$ cat config.mk
export PLATFORM = sky130hd
export DESIGN_NAME = mem_port_arbiter
export DESIGN_NICKNAME = d
export VERILOG_FILES = /design/src/rtl/xgriscv_defines.sv /design/src/rtl/mem_arb_sel.sv /design/src/rtl/mem_port_arbiter.sv
export SDC_FILE = /design/constraint.sdc
export NUM_CORES = 1
export LEC_CHECK = 0
export CAP_MARGIN = 25
export CORE_AREA = 2 2 109 111
export DETAILED_ROUTE_END_ITERATION = 10
export DIE_AREA = 0 0 111 113
export PLACE_DENSITY = 0.63
export SLEW_MARGIN = 40
export SYNTH_ARGS = -nofsm -noshare
export SYNTH_HDL_FRONTEND = slang
export SYNTH_SLANG_ARGS = --single-unit
$ cat constraint.sdc
create_clock -name clk -period 2.1 [get_ports clk]
set_clock_uncertainty 0.05 [all_clocks]
set_input_delay 0.63 -clock clk [delete_from_list [all_inputs] [get_ports clk]]
set_output_delay 0.63 -clock clk [all_outputs]
set_load 0.01 [all_outputs]
$ cat src/rtl/xgriscv_defines.sv
// Shared core definitions: memory-port arbiter state encodings and port-owner tags.
package xgriscv_defines;

  typedef enum logic [1:0] {
    ARB_IDLE   = 2'd0,
    ARB_WAIT_I = 2'd1,
    ARB_WAIT_D = 2'd2
  } arb_state_e;

  typedef enum logic {
    OWNER_I = 1'b0,
    OWNER_D = 1'b1
  } arb_owner_e;

endpackage

$ cat src/rtl/mem_arb_sel.sv
// Owner selection for the shared memory port: data-first priority, anti-starvation
// burst counter for fetch, and a lock that pins the owner while the memory stalls.
module mem_arb_sel
  import xgriscv_defines::*;
#(
  parameter int unsigned D_BURST_MAX = 4
) (
  input  logic       clk,
  input  logic       reset,
  input  logic       i_req,
  input  logic       d_req,
  input  logic       m_req,
  input  logic       m_gnt,
  output arb_owner_e owner
);

  localparam int unsigned   CW       = $clog2(D_BURST_MAX + 1);
  localparam logic [CW-1:0] DCNT_MAX = CW'(D_BURST_MAX);

  logic [CW-1:0] dcnt_q;
  logic          lock_q;
  arb_owner_e    sel_q;
  arb_owner_e    pick;
  logic          grant;

  // NOTE: every signal written in always_comb gets a default first so no latch is inferred.
  always_comb begin
    pick = OWNER_D;
    if (i_req && (!d_req || dcnt_q == DCNT_MAX)) pick = OWNER_I;
  end

  // A stalled request keeps its owner so its fields stay stable until accepted.
  assign owner = lock_q ? sel_q : pick;
  assign grant = m_req & m_gnt;

  // NOTE: sequential state uses non-blocking assignments so all registers update together.
  always_ff @(posedge clk or negedge reset) begin
    if (!reset) begin
      dcnt_q <= '0;
      lock_q <= 1'b0;
      sel_q  <= OWNER_I;
    end else begin
      if (m_req && !m_gnt) begin
        lock_q <= 1'b1;
        sel_q  <= owner;
      end else begin
        lock_q <= 1'b0;
      end

      if (grant) begin
        if (owner == OWNER_D && i_req) begin
          if (dcnt_q != DCNT_MAX) dcnt_q <= dcnt_q + CW'(1);
        end else begin
          dcnt_q <= '0;
        end
      end
    end
  end

endmodule

$ cat src/rtl/mem_port_arbiter.sv
// Shares one single-port memory between instruction fetch and the data port,
// one transaction outstanding, responses routed back to the issuing port.
module mem_port_arbiter
  import xgriscv_defines::*;
#(
  parameter int unsigned AW          = 32,
  parameter int unsigned DW          = 32,
  parameter int unsigned D_BURST_MAX = 4
) (
  input  logic            clk,
  input  logic            reset,
  input  logic            i_req,
  input  logic [AW-1:0]   i_addr,
  output logic            i_gnt,
  output logic            i_rvalid,
  output logic [DW-1:0]   i_rdata,
  input  logic            d_req,
  input  logic            d_we,
  input  logic [DW/8-1:0] d_be,
  input  logic [AW-1:0]   d_addr,
  input  logic [DW-1:0]   d_wdata,
  output logic            d_gnt,
  output logic            d_rvalid,
  output logic [DW-1:0]   d_rdata,
  output logic            m_req,
  output logic            m_we,
  output logic [DW/8-1:0] m_be,
  output logic [AW-1:0]   m_addr,
  output logic [DW-1:0]   m_wdata,
  input  logic            m_gnt,
  input  logic            m_rvalid,
  input  logic [DW-1:0]   m_rdata,
  output logic            busy
);

  arb_state_e state_q, state_d;
  arb_owner_e owner;
  logic       idle;

  assign idle  = (state_q == ARB_IDLE);
  assign busy  = !idle;
  assign m_req = idle & (i_req | d_req);

  mem_arb_sel #(
    .D_BURST_MAX (D_BURST_MAX)
  ) u_sel (
    .clk   (clk),
    .reset (reset),
    .i_req (i_req),
    .d_req (d_req),
    .m_req (m_req),
    .m_gnt (m_gnt),
    .owner (owner)
  );

  // Fetch is always a full-word read.
  always_comb begin
    m_addr  = d_addr;
    m_we    = d_we;
    m_be    = d_be;
    m_wdata = d_wdata;
    if (owner == OWNER_I) begin
      m_addr = i_addr;
      m_we   = 1'b0;
      m_be   = '1;
    end
  end

  assign i_gnt = m_req & m_gnt & (owner == OWNER_I);
  assign d_gnt = m_req & m_gnt & (owner == OWNER_D);

  always_comb begin
    state_d = state_q;
    unique case (state_q)
      ARB_IDLE: begin
        if (i_gnt)      state_d = ARB_WAIT_I;
        else if (d_gnt) state_d = ARB_WAIT_D;
      end
      ARB_WAIT_I, ARB_WAIT_D: begin
        if (m_rvalid) state_d = ARB_IDLE;
      end
      default: state_d = ARB_IDLE;
    endcase
  end

  always_ff @(posedge clk or negedge reset) begin
    if (!reset) state_q <= ARB_IDLE;
    else        state_q <= state_d;
  end

  // Responses only count while waiting; m_rvalid in IDLE is dropped.
  assign i_rvalid = (state_q == ARB_WAIT_I) & m_rvalid;
  assign d_rvalid = (state_q == ARB_WAIT_D) & m_rvalid;
  assign i_rdata  = m_rdata;
  assign d_rdata  = m_rdata;

endmodule

After elaboration in Yosys (flattened, before gate mapping):

Index checks and enable logic that the tools add are counted.

* reductions and logical operators: 11
* add/sub/neg operators: 1
* bitwise operators: 8
* muxes and demuxes: 12
* equality and inequality tests: 7

Operators with widths (number)
* $mux W32: 1
* $and A1 B1 Y1: 6
* $mux W2: 3
* $mux W3: 2
* $ne A3 B3 Y1 const B: 2
* $mux W1: 4
* $mux W4: 1
* $ne A2 B2 Y1 const B: 2
* $pmux W2 S2: 1
* $reduce_and A2 Y1: 2
* $add A3 B1 Y3 const B: 1
* $eq A3 B3 Y1 const B: 1
* $logic_and A1 B1 Y1: 3
* $logic_not A1 Y1: 3
* $eq A2 B1 Y1 const B: 1
* $eq A2 B2 Y1 const B: 1
* $logic_not A2 Y1: 1
* $reduce_or A2 Y1: 1
* $logic_or A1 B1 Y1: 1
* $not A1 Y1: 1
* $or A1 B1 Y1: 1

* logic and storage cells: 43
* input port bits: 139
* output and inout bits: 139
* register bits after elaboration: 7

Depth between registers and ports, before layout:

* depth in word-level cells: 9
* mapped depth: 6
* depth with buffers taken out: 5

Cells and area by module:

Synthesis repeated with hierarchy kept, for this count alone.

* cell total of the unflattened synthesis: 193
* area, all modules: 1616.6 um^2

By module, submodules not included
* mem_port_arbiter: area an instance 1320.0 um^2, sequential area each 50.0 um^2, times used 1, cells each 161
* mem_arb_sel: area an instance 296.5 um^2, sequential area each 125.1 um^2, times used 1, cells each 32

Worst setup path after synthesis:

No wires, ideal clock.

* path type: in2out
* from: in d_req
* to: out m_addr[10]
* slack: -0.132 ns
* path buffers: 1
* arrival time: 1.552 ns
* cell stages on the path: 4
* data required time: 1.420 ns
* cell sequence: a21boi_4 -> o21ai_4 -> buf_6 -> mux2_2

* longest elaborated chain between the ends: 6

Ends and longest elaborated chain
* from (decl): RTL line mem_port_arbiter.sv:17 `input logic d_req,`
* $logic_not A1 Y1: RTL line mem_arb_sel.sv:29 `if (i_req && (!d_req || dcnt_q == DCNT_MAX)) pick = OWNER_I;`
* $logic_or A1 B1 Y1: RTL line mem_arb_sel.sv:29
* $logic_and A1 B1 Y1: RTL line mem_arb_sel.sv:29
* $mux W1: RTL line mem_arb_sel.sv:29
* $mux W1: RTL line mem_arb_sel.sv:33 `assign owner = lock_q ? sel_q : pick;`
* $mux W32: RTL line mem_port_arbiter.sv:62 `if (owner == OWNER_I) begin`
* to (decl): RTL line mem_port_arbiter.sv:28 `output logic [AW-1:0] m_addr,`

Every way passes these cells.

Worst setup path after layout:

* from: reg u_sel.dcnt_q[0]
* to: out m_addr[20]

* longest elaborated chain between the ends: 6

Ends and longest elaborated chain
* from (decl): RTL line mem_arb_sel.sv:20 `logic [CW-1:0] dcnt_q;`
* from (signal assigned): RTL line mem_arb_sel.sv:52 `if (dcnt_q != DCNT_MAX) dcnt_q <= dcnt_q + CW'(1);`
* $eq A3 B3 Y1: RTL line mem_arb_sel.sv:29
* $logic_or A1 B1 Y1: RTL line mem_arb_sel.sv:29
* $logic_and A1 B1 Y1: RTL line mem_arb_sel.sv:29
* $mux W1: RTL line mem_arb_sel.sv:29
* $mux W1: RTL line mem_arb_sel.sv:33
* $mux W32: RTL line mem_port_arbiter.sv:62

Every way passes these cells.

==> metrics.cfg <==
[route]
route.final.wire_length_um=6610
ant_nets=0
vias_per_cell=3.69
dr_wl_met3_um=765
drt_iter0_markers=19
num_vias=1426
wl_per_cell_um=17.1
drt-pass1-iter-count=4
wirelength_met1_um=2500
top_layer_used=met4
drc_errors=0
wl_met2_um=3210

[synth]
ys_ff_latch=7
synth_flop_cell=dfrtp_1
async_flop_share_pct=100
synth_nets=329
syn-mean-instance-area_um2=8.91
syn_inst=185
synth_area_um2=1650
synth-seq-area-share_pct=10.6
yosys.area.top_type=buf_4
synth.area.top_cells=buf_4 44%, mux2_2 22%, dfrtp_1 11%
synth_top_area_share_pct=43.7
ys_types=29
yosysWarnings=0
synth_edf_count=0

[global_routing]
grt_pass1_wl_um=9520
grt_max_degree=8
grt_usage_pct=9.89
overflow=0
grt_pass1_vias=1584
antenna_found_initial=0

[die]
die_x_um=111
start_util_pct=14.6
die_area_um2=12500
core_area_um2=11300
die-height_um=113
boundaryPins=278
fp-row-count=39

[pwr]
leakagePower_nw=1.33
powerDensity_nw_per_um2=802
p_total_w=0.00237
ir_worst_vdd_v=0.000561

[sta]
hold_violations=0
rsz0062_at_grt=true
whs_ps=564
fin_crit_sh_pct=122
drv_slew=0
finalCriticalPeriod_ps=2570
tightest_slew_ps=416
slew_headroom_pct=72.1
setup_ws_ps=-466
fmax_mhz=390
setup_viol=39

[critical_path]
critical_path_class=register to primary output
required_ps=1420
critPathMaxFanout=6
endpoint_kind=primary output
worst-endpoint-arrival_ps=1890
start_kind=register

[clock_network]
clockRootBuffer=clkbuf_16
ctsHoldBuffers=0
clock_sinks=7
cts_tree=built
cts.path.max_buffers=2
cts_max_level=1
cts_buffers=3
clk_pin_slew_ps=40
clkLatencyLatePin_ps=230

[place]
dp_slack_ps=-1180
dp_cells=368
portBuffers=117
gp_congestion=0.793
dp_hpwl_um=5240

[cells_and_area]
drive_above_1_share_pct=54.3
multiInputGateArea_um2=880
fillers=1207
syn_to_final_growth_pct=79.3
fin_util_pct=26.2
instances_no_fill=386
n_antenna_cell=0
nets=388
seq_area_um2=175

[outcome]
violations=negative setup slack
status=finished with violations

[job]
maxCapViolations=0

[hold_path]
min_path_type=register to register

cell usage after synthesis (2+ instances only):
| cell type | count |
|---|---|
| o21a_1 | 2 |
| o22ai_1 | 2 |
| nor2_1 | 2 |
| nand2b_1 | 6 |
| dfrtp_1 | 7 |
| buf_4 | 96 |
| a21oi_1 | 2 |
| buf_6 | 3 |
| and2_1 | 3 |
| mux2_4 | 2 |
| mux2_2 | 32 |
| inv_1 | 6 |
| ha_1 | 5 |
| o21ai_0 | 2 |
logic make-up after synthesis:
| family | count (synthesis) | synth area share, % |
|---|---|---|
| buffers and inverters | 105 | 47.1 |
| muxes | 34 | 23.7 |
| AOI/OAI and AO/OA | 17 | 8.65 |
| and+or+nand+nor | 17 | 6.15 |
| DFF | 7 | 10.6 |
| adders and majority gates | 5 | 3.79 |
registers in the layout, summed over array words and instances, names as in the netlist:
register	cells
state_q	2
u_sel.sel_q	1
u_sel.dcnt_q	3
u_sel.lock_q	1
placed cells by master, fill, tap and decap left out, types with 2 or more instances in the layout:
cell and instances:
clkdlybuf4s50_1 72, buf_6 45, mux2_4 32, buf_4 20, dfrtp_1 7, nand2b_4 5, buf_2 5, inv_1 4
ha_1 4, buf_16 4, buf_12 4, clkbuf_16 3, inv_2 2, and2_1 2, o21ai_0 2, o22ai_1 2
a21oi_1 2, mux2_2 2
final cells by class:
cell class	count	area share [%]
repair buffers	153	54.8
multi-input cells	73	29.8
inverters	6	0.762
well taps	143	6.05
flip-flops and latches	7	5.92
clock buffers	4	2.67
power by group:
| part | total, W | internal, W | switching (W) |
|---|---|---|---|
| combinational | 0.00183 | 0.00116 | 0.000672 |
| sequential | 0.000212 | 0.000183 | 0.0000286 |
| clock | 0.000330 | 0.000253 | 0.0000768 |
| total | 0.00237 | 0.00159 | 0.000777 |
critical path: stages, from the launching register on:
cell,delay (ps)
dfrtp_1,360
inv_2,60
ha_4,170
a21boi_4,160
o21ai_4,70
buf_12,140
buf_6,120
buf_16,130
mux2_4,310
buf_6,120
routing by layer:
metal / track usage (%) / vias up
met3: 4.07 / 11
met2: 17.1 / 133
li1: - / 636
met1: 11.1 / 646
met5: 0 / -
met4: 3.17 / 0
through the flow:
step | setup TNS [ps] | cell area (um^2)
after floorplan | -2580 | 1750
after global placement | -42840 | 2530
after global routing | -18650 | 2960
after CTS | -17320 | 2920
final | -16610 | 2960
after detailed placement | -42990 | 2530
worst paths after layout:
path                                             startpoint  slack, ps  cells past startpoint                          end
max in group asynchronous                             reset       1130                      1       state_q[0]$_DFFE_PN0P_
worst max register to register  u_sel.dcnt_q[0]$_DFFE_PN0P_        300                      9      u_sel.sel_q$_DFFE_PN0P_
worst min-delay path            u_sel.dcnt_q[1]$_DFFE_PN0P_        560                      2  u_sel.dcnt_q[1]$_DFFE_PN0P_
worst max-delay path            u_sel.dcnt_q[0]$_DFFE_PN0P_       -470                      9                   m_addr[20]
min in group asynchronous                             reset        620                      1  u_sel.dcnt_q[0]$_DFFE_PN0P_
worst min register to register  u_sel.dcnt_q[1]$_DFFE_PN0P_        560                      2  u_sel.dcnt_q[1]$_DFFE_PN0P_
timing repair:
action	in CTS	in global routing
setup buffers	10	2
gates resized for setup	242	9
gates cloned	4	0
pin swaps	6	3
setup endpoints to repair	43	40
Power figures use the tool's default switching activity.
